**config.mk**
```make
export PLATFORM = sky130hd
export DESIGN_NAME = mtsp_phase_issue_flat
export DESIGN_NICKNAME = d
export VERILOG_FILES = /design/src/rtl/mtsp_phase_issue_if.sv /design/src/rtl/mtsp_phase_issue.sv /design/src/flat_wrapper.sv
export SDC_FILE = /design/constraint.sdc
export NUM_CORES = 1
export LEC_CHECK = 0
export ABC_AREA = 1
export ABC_CLOCK_PERIOD_IN_PS = 1700
export BUFFER_PORTS_ARGS = -buffer_cell sky130_fd_sc_hd__buf_4
export CORE_MARGIN = 2
export CORE_UTILIZATION = 37
export DETAILED_ROUTE_END_ITERATION = 12
export PLACE_DENSITY = 0.67
export SETUP_SLACK_MARGIN = 0.2
export SLEW_MARGIN = 20
export SYNTH_ARGS = -nofsm -noshare
export SYNTH_HDL_FRONTEND = slang
export SYNTH_SLANG_ARGS = --single-unit
```
**constraint.sdc**
```tcl
create_clock -name clk -period 1.7 [get_ports clk]
set_input_delay 0.085 -clock clk [delete_from_list [all_inputs] [get_ports clk]]
set_output_delay 0.085 -clock clk [all_outputs]
set_load 0.005 [all_outputs]
```
**src/rtl/mtsp_phase_issue_if.sv**
```systemverilog
// rtl/mtsp_phase_issue_if.sv - bundle-in / beat-out handshake bundle for the phase issue stage
//
// Groups everything between the coordinate stage, the issue stage and the ALU:
//   flush                          drop the held bundle
//   in_valid / in_ready            bundle handshake
//   in_uinstx4                     {p0_m, p0_s, p1_m, p1_s}, MSB first
//   in_addr_dest / in_addr_rel     reference addresses travelling with the bundle
//   out_valid / out_ready          issue beat handshake
//   out_uinstx2 / out_phase        {main, slave} of the issued phase and its phase number
//   out_addr_dest / out_addr_rel   held reference addresses
//   out_beat_cnt                   saturating count of completed beats
// master = upstream/ALU side, slave = the issue stage.

interface mtsp_phase_issue_if #(
    parameter int UINST_W = 32,
    parameter int GPR_W   = 6,
    parameter int IDX_W   = 4,
    parameter int CNT_W   = 16
);
    logic                   flush;
    logic                   in_valid;
    logic                   in_ready;
    logic [4*UINST_W-1:0]   in_uinstx4;
    logic [GPR_W-1:0]       in_addr_dest;
    logic [IDX_W-1:0]       in_addr_rel;
    logic                   out_valid;
    logic                   out_ready;
    logic [2*UINST_W-1:0]   out_uinstx2;
    logic                   out_phase;
    logic [GPR_W-1:0]       out_addr_dest;
    logic [IDX_W-1:0]       out_addr_rel;
    logic [CNT_W-1:0]       out_beat_cnt;

    modport master (
        output flush, in_valid, in_uinstx4, in_addr_dest, in_addr_rel, out_ready,
        input  in_ready, out_valid, out_uinstx2, out_phase, out_addr_dest, out_addr_rel,
               out_beat_cnt
    );

    modport slave (
        input  flush, in_valid, in_uinstx4, in_addr_dest, in_addr_rel, out_ready,
        output in_ready, out_valid, out_uinstx2, out_phase, out_addr_dest, out_addr_rel,
               out_beat_cnt
    );
endinterface

```
**src/rtl/mtsp_phase_issue.sv**
```systemverilog
// rtl/mtsp_phase_issue.sv - issues a held UINSTx4 bundle to the ALU as up to two main/slave phases
//
// Ports:
//   clk   clock
//   rst   synchronous active-high reset
//   bus   mtsp_phase_issue_if.slave (bundle input, beat output, flush, beat counter)
// A phase whose main and slave both have nEN (bit UINST_W-1) set is skipped.
// All outputs are registered except in_ready, which looks at out_ready so that a
// new bundle can be taken in the same cycle as the last beat of the current one.

module mtsp_phase_issue #(
    parameter int UINST_W = 32,
    parameter int GPR_W   = 6,
    parameter int IDX_W   = 4,
    parameter int CNT_W   = 16
) (
    input  logic               clk,
    input  logic               rst,
    mtsp_phase_issue_if.slave  bus
);
    typedef enum logic [1:0] {IDLE, P0, P1} state_t;

    state_t                 state, state_n, load_state;
    logic [4*UINST_W-1:0]   bundle_q, bundle_src;
    logic                   hs, last, accept, in_ready;
    logic                   en0_in, en1_in, en1_held;
    logic                   out_valid_q, out_phase_q;
    logic [2*UINST_W-1:0]   out_uinstx2_q;
    logic [GPR_W-1:0]       out_addr_dest_q;
    logic [IDX_W-1:0]       out_addr_rel_q;
    logic [CNT_W-1:0]       cnt_q;

    assign hs       = out_valid_q & bus.out_ready;
    assign en0_in   = ~(bus.in_uinstx4[4*UINST_W-1] & bus.in_uinstx4[3*UINST_W-1]);
    assign en1_in   = ~(bus.in_uinstx4[2*UINST_W-1] & bus.in_uinstx4[UINST_W-1]);
    assign en1_held = ~(bundle_q[2*UINST_W-1] & bundle_q[UINST_W-1]);

    // The current beat is the bundle's final one: phase 1, or phase 0 with phase 1 skipped.
    assign last     = (state == P1) | ((state == P0) & ~en1_held);
    assign in_ready = ~rst & ~bus.flush & ((state == IDLE) | (hs & last));
    assign accept   = bus.in_valid & in_ready;

    // A bundle with both phases disabled is absorbed without producing a beat.
    assign load_state = en0_in ? P0 : (en1_in ? P1 : IDLE);

    // Output data is taken from the incoming bundle on the accept cycle so the first
    // beat is presented the cycle after accept.
    assign bundle_src = accept ? bus.in_uinstx4 : bundle_q;

    always_comb begin
        state_n = state;
        if (bus.flush) begin
            state_n = IDLE;
        end else begin
            case (state)
                IDLE: if (accept) state_n = load_state;
                P0: begin
                    if (hs) begin
                        if (en1_held)    state_n = P1;
                        else if (accept) state_n = load_state;
                        else             state_n = IDLE;
                    end
                end
                P1: begin
                    if (hs) state_n = accept ? load_state : IDLE;
                end
                default: state_n = IDLE;
            endcase
        end
    end

    always_ff @(posedge clk) begin
        if (rst) begin
            state           <= IDLE;
            bundle_q        <= '0;
            out_valid_q     <= 1'b0;
            out_phase_q     <= 1'b0;
            out_uinstx2_q   <= '0;
            out_addr_dest_q <= '0;
            out_addr_rel_q  <= '0;
            cnt_q           <= '0;
        end else begin
            state         <= state_n;
            out_valid_q   <= (state_n != IDLE);
            out_phase_q   <= (state_n == P1);
            out_uinstx2_q <= (state_n == P1) ? bundle_src[2*UINST_W-1:0]
                                             : bundle_src[4*UINST_W-1:2*UINST_W];
            if (accept) begin
                bundle_q        <= bus.in_uinstx4;
                out_addr_dest_q <= bus.in_addr_dest;
                out_addr_rel_q  <= bus.in_addr_rel;
            end
            // A beat coincident with flush is dropped and not counted.
            if (hs && !bus.flush && (cnt_q != {CNT_W{1'b1}})) begin
                cnt_q <= cnt_q + 1'b1;
            end
        end
    end

    assign bus.in_ready      = in_ready;
    assign bus.out_valid     = out_valid_q;
    assign bus.out_phase     = out_phase_q;
    assign bus.out_uinstx2   = out_uinstx2_q;
    assign bus.out_addr_dest = out_addr_dest_q;
    assign bus.out_addr_rel  = out_addr_rel_q;
    assign bus.out_beat_cnt  = cnt_q;
endmodule

```
**src/flat_wrapper.sv**
```systemverilog
// flat-port wrapper written by rule: the top's interface ports become plain ports
module mtsp_phase_issue_flat 
#(
    parameter int UINST_W = 32,
    parameter int GPR_W   = 6,
    parameter int IDX_W   = 4,
    parameter int CNT_W   = 16
)
  (clk, rst, bus_flush, bus_in_valid, bus_in_uinstx4, bus_in_addr_dest, bus_in_addr_rel, bus_out_ready, bus_in_ready, bus_out_valid, bus_out_uinstx2, bus_out_phase, bus_out_addr_dest, bus_out_addr_rel, bus_out_beat_cnt);
  mtsp_phase_issue_if #(.UINST_W(UINST_W), .GPR_W(GPR_W), .IDX_W(IDX_W), .CNT_W(CNT_W)) bus_i ();
  input  logic clk;
  input  logic rst;
  input wire logic [$bits(bus_i.flush)-1:0] bus_flush;
  input wire logic [$bits(bus_i.in_valid)-1:0] bus_in_valid;
  input wire logic [$bits(bus_i.in_uinstx4)-1:0] bus_in_uinstx4;
  input wire logic [$bits(bus_i.in_addr_dest)-1:0] bus_in_addr_dest;
  input wire logic [$bits(bus_i.in_addr_rel)-1:0] bus_in_addr_rel;
  input wire logic [$bits(bus_i.out_ready)-1:0] bus_out_ready;
  output wire logic [$bits(bus_i.in_ready)-1:0] bus_in_ready;
  output wire logic [$bits(bus_i.out_valid)-1:0] bus_out_valid;
  output wire logic [$bits(bus_i.out_uinstx2)-1:0] bus_out_uinstx2;
  output wire logic [$bits(bus_i.out_phase)-1:0] bus_out_phase;
  output wire logic [$bits(bus_i.out_addr_dest)-1:0] bus_out_addr_dest;
  output wire logic [$bits(bus_i.out_addr_rel)-1:0] bus_out_addr_rel;
  output wire logic [$bits(bus_i.out_beat_cnt)-1:0] bus_out_beat_cnt;
  assign bus_i.flush = bus_flush;
  assign bus_i.in_valid = bus_in_valid;
  assign bus_i.in_uinstx4 = bus_in_uinstx4;
  assign bus_i.in_addr_dest = bus_in_addr_dest;
  assign bus_i.in_addr_rel = bus_in_addr_rel;
  assign bus_i.out_ready = bus_out_ready;
  assign bus_in_ready = bus_i.in_ready;
  assign bus_out_valid = bus_i.out_valid;
  assign bus_out_uinstx2 = bus_i.out_uinstx2;
  assign bus_out_phase = bus_i.out_phase;
  assign bus_out_addr_dest = bus_i.out_addr_dest;
  assign bus_out_addr_rel = bus_i.out_addr_rel;
  assign bus_out_beat_cnt = bus_i.out_beat_cnt;
  mtsp_phase_issue #(.UINST_W(UINST_W), .GPR_W(GPR_W), .IDX_W(IDX_W), .CNT_W(CNT_W)) u_core (.clk(clk), .rst(rst), .bus(bus_i));
endmodule
```
=== Word-level counts from Yosys, hierarchy flattened ===
Cells that the tools add are included.

* Add/sub/neg operators: 1
* Eq/ne operators: 4
* Mux-type cells: 11
* Bitwise operators: 13
* Reductions and logical operators: 5

{| class="wikitable"
|+ Operators by type and width
! operator !! count
|-
| 128-bit 2-to-1 mux || 1
|-
| 64-bit 2-to-1 mux || 1
|-
| 16-bit by 1-bit adder with 16-bit output (second input constant) || 1
|-
| 2-bit 2-to-1 mux || 8
|-
| 16-bit != test (second input constant) || 1
|-
| 1-bit bitwise AND || 9
|-
| 2-bit case mux with 3 select lines || 1
|-
| 2-bit == test (second input constant) || 2
|-
| 2-bit by 1-bit == test with 1-bit output (second input constant) || 1
|-
| 1-bit logical AND || 2
|-
| 2-bit zero test || 1
|-
| 1-bit NOT || 2
|-
| 1-bit OR || 2
|-
| 2-bit nonzero test || 1
|-
| 1-bit zero test || 1
|}

* Register bits after elaboration: 222
* Bits of input ports: 143
* Output and inout bits: 93
* Logic and storage cells: 42

=== Logic depth before layout (Yosys ltp) ===
Gate-level depths: netlist (run 1).

* Word-level depth: 14
* Mapped depth: 13
* Depth with buffers taken out: 12

=== Worst setup path after synthesis (run 1) ===
OpenSTA, ideal clock, no wires.

* Path kind: reg2reg
* Start: reg u_core.out_valid_q, in the netlist u_core.bus.out_valid
* End: reg u_core.out_uinstx2_q[55], in the netlist u_core.bus.out_uinstx2[55]
* Library setup time: 0.115 ns
* Data arrival time: 1.368 ns
* Data required time: 1.585 ns
* Slack: 0.217 ns
* Stages on the path, launching flop included: 12
* Buffers on the path: 2
* Clock period less this slack: 1.483 ns
* Path through: dfxtp_1 > nand2_1 > inv_1 > nand3_1 > nand2_2 > nand3_4 > buf_6 > buf_6 > o21ai_1 > nand3_1 > nand2_1 > nor2_1

* Longest elaborated chain between the ends: 12
* Elaborated cells on any way between the ends: 15
* Classes of those cells: eq/ne (1); mux (9); bitwise (5)

{| class="wikitable"
|+ RTL lines
! item !! RTL line !! RTL
|-
| start, declared || mtsp_phase_issue.sv:27 || <nowiki>logic out_valid_q, out_phase_q;</nowiki>
|-
| start signal, assigned || mtsp_phase_issue.sv:84 || <nowiki>out_valid_q <= (state_n != IDLE);</nowiki>
|-
| 1-bit bitwise AND * || mtsp_phase_issue.sv:33 || <nowiki>assign hs = out_valid_q & bus.out_ready;</nowiki>
|-
| 1-bit bitwise AND || mtsp_phase_issue.sv:40 || <nowiki>assign in_ready = ~rst & ~bus.flush & ((state == IDLE) | (hs & last));</nowiki>
|-
| 1-bit OR || mtsp_phase_issue.sv:40 ||
|-
| 1-bit bitwise AND || mtsp_phase_issue.sv:40 ||
|-
| 1-bit bitwise AND || mtsp_phase_issue.sv:41 || <nowiki>assign accept = bus.in_valid & in_ready;</nowiki>
|-
| 2-bit 2-to-1 mux || mtsp_phase_issue.sv:60, mtsp_phase_issue.sv:65 ||
|-
| 2-bit 2-to-1 mux || mtsp_phase_issue.sv:59 || <nowiki>if (en1_held) state_n = P1;</nowiki>
|-
| 2-bit 2-to-1 mux || mtsp_phase_issue.sv:58 || <nowiki>if (hs) begin</nowiki>
|-
| 2-bit case mux with 3 select lines || mtsp_phase_issue.sv:55 || <nowiki>case (state)</nowiki>
|-
| 2-bit 2-to-1 mux || mtsp_phase_issue.sv:52 || <nowiki>if (bus.flush) begin</nowiki>
|-
| 2-bit == test || mtsp_phase_issue.sv:86 || <nowiki>out_uinstx2_q <= (state_n == P1) ? bundle_src[2*UINST_W-1:0]</nowiki>
|-
| 64-bit 2-to-1 mux * || mtsp_phase_issue.sv:86 ||
|-
| end signal, assigned || mtsp_phase_issue.sv:86 ||
|-
| end, declared || mtsp_phase_issue.sv:28 || <nowiki>logic [2*UINST_W-1:0] out_uinstx2_q;</nowiki>
|}

Mark *: on every way between the ends. The rest lies on a longest branch, timed or not.
A chain may end at the register's enable or synchronous reset.

=== Worst setup path after layout (run 1) ===
* Start: reg u_core.out_valid_q, in the netlist u_core.bus.out_valid
* End: reg u_core.out_uinstx2_q[19], in the netlist u_core.bus.out_uinstx2[19]

Same word-level chain as after synthesis.

==> results of run 1 <==
-- cell usage in the layout, fill, tap and decap left out, types with 3 or more instances in the layout --
cell and n:
o21ai_4 8, nor2_1 114, nand3_1 60, clkinv_2 6, a21oi_2 9, o21a_1 17, clkbuf_8 6, o21ai_1 25
buf_4 263, nand4_1 3, o21ai_0 16, nand2_1 259, buf_12 18, nor3_1 3, dlygate4sd3_1 139, clkbuf_16 31
inv_2 6, dfxtp_2 12, buf_16 8, o211ai_1 47, dfxtp_1 209, a21oi_1 30, clkbuf_1 3, buf_6 11
o21ai_2 35, nor2_4 6, nand3_2 11, buf_8 6, xor2_1 3, nor3_2 3, inv_1 267, nand2_4 7
nand2_2 17
-- worst max-delay path, stage by stage, from the launching register on --
cell	delay, ns
dfxtp_2	0.35
nand2_4	0.07
inv_2	0.06
nand3_2	0.09
nand2_4	0.09
nand3_4	0.12
clkbuf_16	0.22
buf_12	0.15
o211ai_1	0.26
nand2_1	0.11
nand2_1	0.08
inv_1	0.04
-- state kept, by name (all words and copies together) (netlist names) --
| register | cells |
|---|---|
| u_core.bus.out_beat_cnt | 16 |
| u_core.bus.out_addr_dest | 6 |
| u_core.bus.out_addr_rel | 4 |
| u_core.bus.out_uinstx2 | 64 |
| u_core.bundle_q | 128 |
| u_core.bus.out_phase | 1 |
| u_core.state | 2 |
| u_core.bus.out_valid | 1 |
-- metal layers --
| layer | up-vias | global-route usage, % | part of all wire (%) |
|---|---|---|---|
| li1 | 4621 | - | - |
| met1 | 4196 | 25.7 | 43 |
| met2 | 295 | 34.7 | 48 |
| met3 | 64 | 3.72 | 6.6 |
| met4 | 0 | 6.45 | 2.8 |
| met5 | - | 0 | 0 |
-- final cells by class --
cell class                      instances  area (µm²)  share of cell area (%)
Sequential cell                       222        4460                    30.4
Timing Repair Buffer                  451        4310                    29.4
Multi-Input combinational cell        685        3660                    25.0
Inverter                              273        1020                    6.98
Clock buffer                           34         719                    4.90
Tap cell                              324         405                    2.76
Clock inverter                          8        90.1                   0.614
Antenna cell                            1        2.50                  0.0170
-- power by group --
group,switching [W],internal (W)
logic,0.000845,0.000965
registers,0.0000811,0.00547
clock network,0.00209,0.00323
-- final timing paths --
| check | start | end | slack, ns | cells past startpoint |
|---|---|---|---|---|
| worst max-delay path | u_core.bus.out_valid | u_core.bus.out_uinstx2[19] | -0.06 | 11 |
| worst min-delay path | bus_in_valid | u_core.state[0] | 0.03 | 5 |
| worst max register to register | u_core.bus.out_valid | u_core.bus.out_uinstx2[19] | -0.06 | 11 |
| worst min register to register | u_core.bus.out_addr_rel[0] | u_core.bus.out_addr_rel[0] | 0.45 | 2 |
-- cell families after synthesis --
group / share of synthesized area (%)
compound gates: 12.3
xor+xnor: 0.382
fa+ha+maj: 0.136
buf+inv: 16.7
flops: 48.5
simple gates: 21.9
-- timing repair --
item	CTS	global route
endpoints found under the hold margin	204	0
gates cloned	6	8
hold buffers	139	0
resized for setup	56	143
buffers inserted	9	5
pin swaps	16	36
endpoints found under the setup margin	203	216
-- stage by stage --
step / cells / setup TNS, ns / hold slack, ns / area [µm²] / util [%]
3_5_place_dp: 1788 / -0.0379 / 0.333 / 11300 / 46.6
2_1_floorplan: 1251 / 0 / 0.230 / 9170 / -
3_3_place_gp: 1788 / 0 / 0.329 / 11300 / 46.6
4_1_cts: 1984 / 0 / 0.000959 / 13900 / 57.4
5_1_grt: 1998 / -6.26 / 0.0563 / 14700 / 60.4
6_report: 1998 / -0.145 / 0.0263 / 14700 / 60.4
==> summary.md, run 1 <==
| Metric | Value |
|---|---|
| Final setup viols | `5` |
| Slew Limit Fails | `0` |
| Number of fillers in the final layout | `approximately 2,100` |
| Final Hold Vio Count | `0` |
| Core ar. | `0.0243 mm²` |
| Worst ir drop on vdd | `0.642 mV` |
| Pre-CTS worst setup slack | `-0.0199 ns` |
| RSZ-0062 raised after global routing | `yes` |
| CTS tree | `done` |
| #FFs+latches synth | `about 220` |
| List of most frequent post-synthesis cells | `nand2_1, inv_1, dfxtp_1, nor2_1, nand3_1` |
| Status | `finished, violations left` |
| Cell Pwr Density | `about 860 mW/mm²` |
| Period minus WS final | `1.76 ns` |
| Netlist cell types | `29` |
| Area grow syn2layout | `60.2%` |
| Routability cong. | `around 0.83` |
| H-tree Lvls | `1` |
| Area leader, netlist | `dfxtp_1` |
| Largest net degree at the start of global routing | `between 50 and 60` |
| Gr ovfl total | `0` |
| PortBufs | `235` |
| Number of clock sinks | `222` |
| Worst skew pair latency | `roughly 0.52 ns` |
| First-pass GRT wire length | `42,900 µm` |
| Final WL | `28,100 µm` |
| Avg Cell Area, Syn | `~7.3 µm²` |
| Max_cap viols | `0` |
| Ys Warns | `0` |
| Cell count after synthesis | `approximately 1,300` |
| Vias in the first global route | `8,689` |
| Worst min path class | `input pin to flip-flop` |
| Fin crit share | `104%` |
| Layout Nets | `approximately 1,800` |
| Worst-margin pin slew | `0.677 ns` |
| DIE AREA | `around 0.026 mm²` |
| Total CTS buffers | `24` |
| Most common cell in the synthesized netlist | `nand2_1` |
| DR DRC count | `0` |
| Mapped Area | `0.00917 mm²` |
| Antenna violations before repair | `1` |
| Hpwl dp | `around 16,000 µm` |
| Post-synth top flop | `dfxtp_1` |
| Area share of the leading cell type in the synthesized netlist | `48.5%` |
| Sequential cell area fraction in the yosys report | `48.5%` |
| IO Pins | `236` |
| Routed len/inst | `14.1 µm` |
| Final Skew | `0.0196 ns` |
| Post-synth EDFFs | `0` |
| CP arrival | `2.17 ns` |
| CP required | `approximately 2.1 ns` |
| Total power | `approximately 0.013 W` |
| Final WS setup | `-0.0626 ns` |
| Total number of vias | `a little over 9,000` |
| FFs w/ async S/R, synth | `0%` |
| CTS clock-pin slew for the worst setup and hold paths | `0.06 ns` |
| Kind of critical path | `flip-flop to flip-flop` |
| 1st-iter DRT viols | `561` |
| Antenna-violating nets left | `0` |
| Ranking of synthesized cells by area | `dfxtp_1, nand2_1, inv_1` |
| Crit-path max FO | `8` |
| Clk buf depth | `3` |
| Syn nets | `1,395` |
| Die Wd | `161 µm` |
| Vias per std cell | `approximately 4.6` |
| Pleak | `7.64 nW` |
| Rel. slew slack | `54.9%` |
| # rows | `57` |
| All-Layer GR Usage | `about a fifth` |
| Failing checks | `setup timing` |
| Layout cells sized above 1 | `between 20 and 30%` |
| CTS root buffer | `clkbuf_16` |
| Setup crit end kind | `flip-flop` |
| F_max | `approximately 570 MHz` |
| Drt pass-1 iters | `5` |
| Initial core utilization | `between 30 and 40%` |
| CP Launch Type | `flip-flop` |
| Die height | `161 µm` |
Power figures use the tool's default switching activity.
==> run 2: changes to the inputs <==
CELL_PAD_IN_SITES_DETAIL_PLACEMENT = 0   (was unset)
CELL_PAD_IN_SITES_GLOBAL_PLACEMENT = 1   (was unset)
PLACE_DENSITY = 0.87   (was 0.67)
==> run 2 against run 1 <==
Effect of this change:
- the run still ends with setup timing left
- worst hold slack about the same
- clock power fell by 3%
- critical endpoint is now u_core.bundle_q[84]
- clock skew decreased by 0.011 ns
- first-iteration DRC count is 12% lower
- global-route usage fell by 0.72 points
==> summary.md, run 2 (synthesis results as in run 1) <==
| Metric | Value |
|---|---|
| Status | `finished, violations left` |
| Failing checks | `setup timing` |
| F_max | `588 MHz` |
| CP required | `approximately 2.2 ns` |
| Final WL | `between 20,000 and 30,000 µm` |
| DIE AREA | `0.0260 mm²` |
| Worst skew pair latency | `0.51 ns` |
| Largest net degree at the start of global routing | `86` |
| Rel. slew slack | `between 30% and 40%` |
| Final WS setup | `-0.00130 ns` |
| Final Hold Vio Count | `0` |
| # rows | `57` |
| Crit-path max FO | `9` |
| Worst-margin pin slew | `between 1 and 1.5 ns` |
| Antenna-violating nets left | `0` |
| # placed instances | `1,789` |
| Final Skew | `0.00865 ns` |
| Die height | `between 150 and 200 µm` |
| Pre-CTS worst setup slack | `-0.0347 ns` |
| Hpwl dp | `roughly 16,000 µm` |
| DR DRC count | `0` |
| Inserted Diodes | `0` |
| Fin crit share | `100%` |
| Core ar. | `0.0243 mm²` |
| Number of clock sinks | `~220` |
| Area grow syn2layout | `55.3%` |
| Reg with most FFs | `u_core.bundle_q` |
| Vias per std cell | `4.51` |
| CTS clock-pin slew for the worst setup and hold paths | `~0.06 ns` |
| Most frequent cells in the layout | `buf_4, inv_1, nand2_1` |
| Worst min path class | `input pin to flip-flop` |
| Vias in the first global route | `8,561` |
| Clk buf depth | `3` |
| Gr ovfl total | `0` |
| Register area | `approximately 0.0045 mm²` |
| Multi-input logic area | `0.00352 mm²` |
| Pleak | `7.47 nW` |
| IO Pins | `approximately 240` |
| CTS root buffer | `clkbuf_16` |
| Worst ir drop on vdd | `0.558 mV` |
| H-tree Lvls | `1` |
| Layout Nets | `1,797` |
| CTS tree | `done` |
| Max reg flops | `128` |
| Finished Core Util | `58.5%` |
| Drt pass-1 iters | `5` |
| Total power | `around 0.012 W` |
| Final setup viols | `1` |
| Routed len/inst | `around 14 µm` |
| 1st-iter DRT viols | `495` |
| Period minus WS final | `1.70 ns` |
| First-pass GRT wire length | `41,700 µm` |
| Cell Pwr Density | `about 870 mW/mm²` |
| CP arrival | `roughly 2.2 ns` |
| Routability cong. | `approximately 0.80` |
| Total number of vias | `8,995` |
| Total CTS buffers | `25` |
| Slew Limit Fails | `0` |
| Antenna violations before repair | `0` |
| Die Wd | `roughly 160 µm` |
| Layout cells sized above 1 | `26.3%` |
| Kind of critical path | `flip-flop to flip-flop` |
| Most common cell after layout, fill and taps aside | `buf_4` |
| Non-Filler Instances | `1,994` |
| Setup crit end kind | `flip-flop` |
| PortBufs | `235` |
| CP Launch Type | `flip-flop` |
| RSZ-0062 raised after global routing | `yes` |
| All-Layer GR Usage | `19.5%` |
| Initial core utilization | `37.7%` |
| Max_cap viols | `0` |
| Number of fillers in the final layout | `2,146` |
==> run 2: cell types whose count changed in the layout (fill, tap and decap cells not counted), moves of 8 or more <==
cell / previous run / this run
buf_4: 263 / 273
nand3_1: 60 / 69
nand3_2: 11 / 2
buf_16: 8 / 0
nand2_1: 259 / 267
==> run 2: path summary, 6_finish.rpt <==
check | start | to | slack, ns | cells past startpoint
worst max-delay path | u_core.bus.out_valid | u_core.bundle_q[84] | -0.001 | 12
worst min-delay path | bus_out_ready | u_core.state[0] | 0.03 | 6
worst max register to register | u_core.bus.out_valid | u_core.bundle_q[84] | -0.001 | 12
worst min register to register | u_core.bus.out_addr_dest[1] | u_core.bus.out_addr_dest[1] | 0.45 | 2
==> run 2: worst max-delay path, stage by stage (launching register included) <==
cell and delay (ns):
dfxtp_2 0.35, nand2_4 0.07, inv_2 0.06, nand3_2 0.09, nand2_4 0.09, nand3_4 0.14, buf_12 0.20, buf_4 0.14
clkbuf_16 0.14, nand2_1 0.06, o211ai_1 0.11, buf_4 0.17, inv_1 0.04
==> run 2: stage by stage <==
step / hold slack [ns] / TNS (ns) / instance area (µm²)
global placement: 0.330 / 0 / 11400
global route: 0.0346 / -5.59 / 14200
finish: 0.0263 / -0.00130 / 14200
floorplan: 0.230 / 0 / 9170
CTS: 0.0177 / 0 / 13700
detailed placement: 0.334 / -0.102 / 11400
==> run 2: power by group <==
part	leakage [nW]	switching [W]	internal, W
combinational	5.27	0.000808	0.000925
clock	0.381	0.00208	0.00308
sequential	1.82	0.0000834	0.00547
total	7.47	0.00297	0.00948
==> run 2: timing repair <==
action                                  CTS  global route
setup buffers                             0            12
hold buffers                            140             0
endpoints found under the setup margin  187           208
endpoints found under the hold margin   204             0
pin swaps                                 3            17
cloned                                    1             8
gates resized for setup                  32            95
==> run 2: layout make-up <==
| cell class | instances | share of cell area (%) |
|---|---|---|
| inverter | 273 | 7.20 |
| clock inverter | 5 | 0.395 |
| timing repair buffer | 445 | 28.4 |
| multi-input combinational | 686 | 24.8 |
| tap | 324 | 2.85 |
| clock buffer | 39 | 5.12 |
| sequential | 222 | 31.3 |
==> run 2: layer usage <==
layer  track usage [%]  up-vias  wire length (µm)
met2              33.8      247             13300
met5                 0        -                 0
met1              24.5     4111             11800
met3              3.83       47              1760
li1                  -     4590                 -
met4              5.52        0               611
==> run 3: changes to the inputs <==
CTS_BUF_LIST = sky130_fd_sc_hd__clkbuf_8 sky130_fd_sc_hd__clkbuf_16   (was unset)
==> run 3 against run 2 <==
Effect of this change:
- worst hold slack improved by 0.0013 ns
- cell count unchanged
- largest power group unchanged
- first-iteration DRC count shrank 2.4%
- the run still ends with setup timing left
==> summary.md, run 3 (synthesis results as in run 1) <==
| Metric | Value |
|---|---|
| Status | `finished, violations left` |
| Failing checks | `setup timing` |
| Setup crit end kind | `flip-flop` |
| Max reg flops | `128` |
| Final WL | `27,400 µm` |
| Final Skew | `0.00951 ns` |
| Inserted Diodes | `0` |
| Crit-path max FO | `9` |
| CP Launch Type | `flip-flop` |
| Cell Pwr Density | `871 mW/mm²` |
| Fin crit share | `100%` |
| Total CTS buffers | `25` |
| Final setup viols | `1` |
| Final WS setup | `-0.000838 ns` |
| Number of clock sinks | `222` |
| Core ar. | `0.0243 mm²` |
| H-tree Lvls | `1` |
| Layout Nets | `around 1,800` |
| Largest net degree at the start of global routing | `86` |
| Die Wd | `~160 µm` |
| Initial core utilization | `37.7%` |
| Rel. slew slack | `32.8%` |
| Hpwl dp | `16,000 µm` |
| Drt pass-1 iters | `5` |
| Routability cong. | `around 0.80` |
| Clk buf depth | `3` |
| Slew Limit Fails | `0` |
| Hold Slack | `approximately 0.028 ns` |
| F_max | `588 MHz` |
| Worst ir drop on vdd | `0.563 mV` |
| IO Pins | `around 240` |
| Total number of vias | `between 9,000 and 10,000` |
| First-pass GRT wire length | `41,800 µm` |
| RSZ-0062 raised after global routing | `yes` |
| Most common cell after layout, fill and taps aside | `inv_1` |
| Pleak | `7.51 nW` |
| Routed len/inst | `13.7 µm` |
| Area grow syn2layout | `55.3%` |
| DIE AREA | `0.0260 mm²` |
| Reg with most FFs | `u_core.bundle_q` |
| Kind of critical path | `flip-flop to flip-flop` |
| CTS clock-pin slew for the worst setup and hold paths | `about 0.060 ns` |
| CTS tree | `done` |
| Layout cells sized above 1 | `between 20% and 30%` |
| # rows | `57` |
| Gr ovfl total | `0` |
| Die height | `around 160 µm` |
| CP arrival | `2.15 ns` |
| Antenna violations before repair | `0` |
| Worst skew pair latency | `0.51 ns` |
| DR DRC count | `0` |
| Most frequent cells in the layout | `inv_1, buf_4, nand2_1` |
| Worst min path class | `input pin to flip-flop` |
| Period minus WS final | `roughly 1.7 ns` |
| CTS root buffer | `clkbuf_16` |
| Vias per std cell | `4.52` |
| Vias in the first global route | `~8,600` |
| Final Hold Vio Count | `0` |
| Antenna-violating nets left | `0` |
| PortBufs | `235` |
| Worst-margin pin slew | `about 1.0 ns` |
| Setup Total Neg Slack | `-0.000838 ns` |
| All-Layer GR Usage | `around a fifth` |
| Max_cap viols | `0` |
| 1st-iter DRT viols | `between 400 and 500` |
| CP required | `2.15 ns` |
| Finished Core Util | `~60%` |
==> run 3: changes by cell type in the layout (fill, tap and decap cells not counted) <==
cell,previous run,this run
clkbuf_1,9,0
inv_1,268,277
==> run 3: worst paths after layout <==
| check | startpoint | to | slack, ns | cells after the start |
|---|---|---|---|---|
| hold reg to reg | u_core.bus.out_addr_dest[1] | u_core.bus.out_addr_dest[1] | 0.45 | 2 |
| setup / recovery | u_core.bus.out_valid | u_core.bundle_q[84] | -0.0008 | 12 |
| setup reg to reg | u_core.bus.out_valid | u_core.bundle_q[84] | -0.0008 | 12 |
| hold / removal | bus_out_ready | u_core.state[0] | 0.03 | 6 |
==> run 3: layout make-up <==
class                      count  area (µm²)
clock inverter                14        90.1
clock buffer                  30         694
multi-input combinational    686        3520
sequential                   222        4460
inverter                     273        1020
timing repair buffer         445        4040
fill                        2146       10100
tap                          324         405
==> run 3: power breakdown <==
group	internal, W	switching (W)	total (W)
Combinational	0.000925	0.000807	0.00173
Sequential	0.00547	0.0000838	0.00556
Clock	0.00303	0.00208	0.00511
Total	0.00942	0.00297	0.0124
==> run 3: timing repair <==
item | in CTS | in global routing
cloned | 1 | 8
setup endpoints to repair | 187 | 208
resized for setup | 33 | 94
hold buffers | 140 | 0
pin swaps | 3 | 17
setup buffers | 0 | 12
endpoints found under the hold margin | 204 | 0
==> run 3: routing by layer <==
metal	routed length, µm	vias to the layer above	global-route usage (%)
li1	-	4587	-
met1	11700	4111	24.5
met2	13300	258	33.9
met3	1760	50	3.83
met4	648	0	5.52
met5	0	-	0
==> run 3: through the flow <==
step           std cells  cell area (µm²)  setup slack (ns)  total power, W
2_1_floorplan       1251             9170             0.217         0.00636
3_3_place_gp        1789            11400            0.0145         0.00697
3_5_place_dp        1789            11400           -0.0347         0.00699
4_1_cts             1974            13700           0.00764          0.0124
5_1_grt             1994            14200            -0.128          0.0130
6_report            1994            14200         -0.000838          0.0124
==> run 3: worst max-delay path, cell delays in order, from the launching register on <==
cell and delay [ns]:
dfxtp_2 0.35, nand2_4 0.07, inv_2 0.06, nand3_2 0.09, nand2_4 0.09, nand3_4 0.14, buf_12 0.20, buf_4 0.14
clkbuf_16 0.14, nand2_1 0.06, o211ai_1 0.11, buf_4 0.17, inv_1 0.04
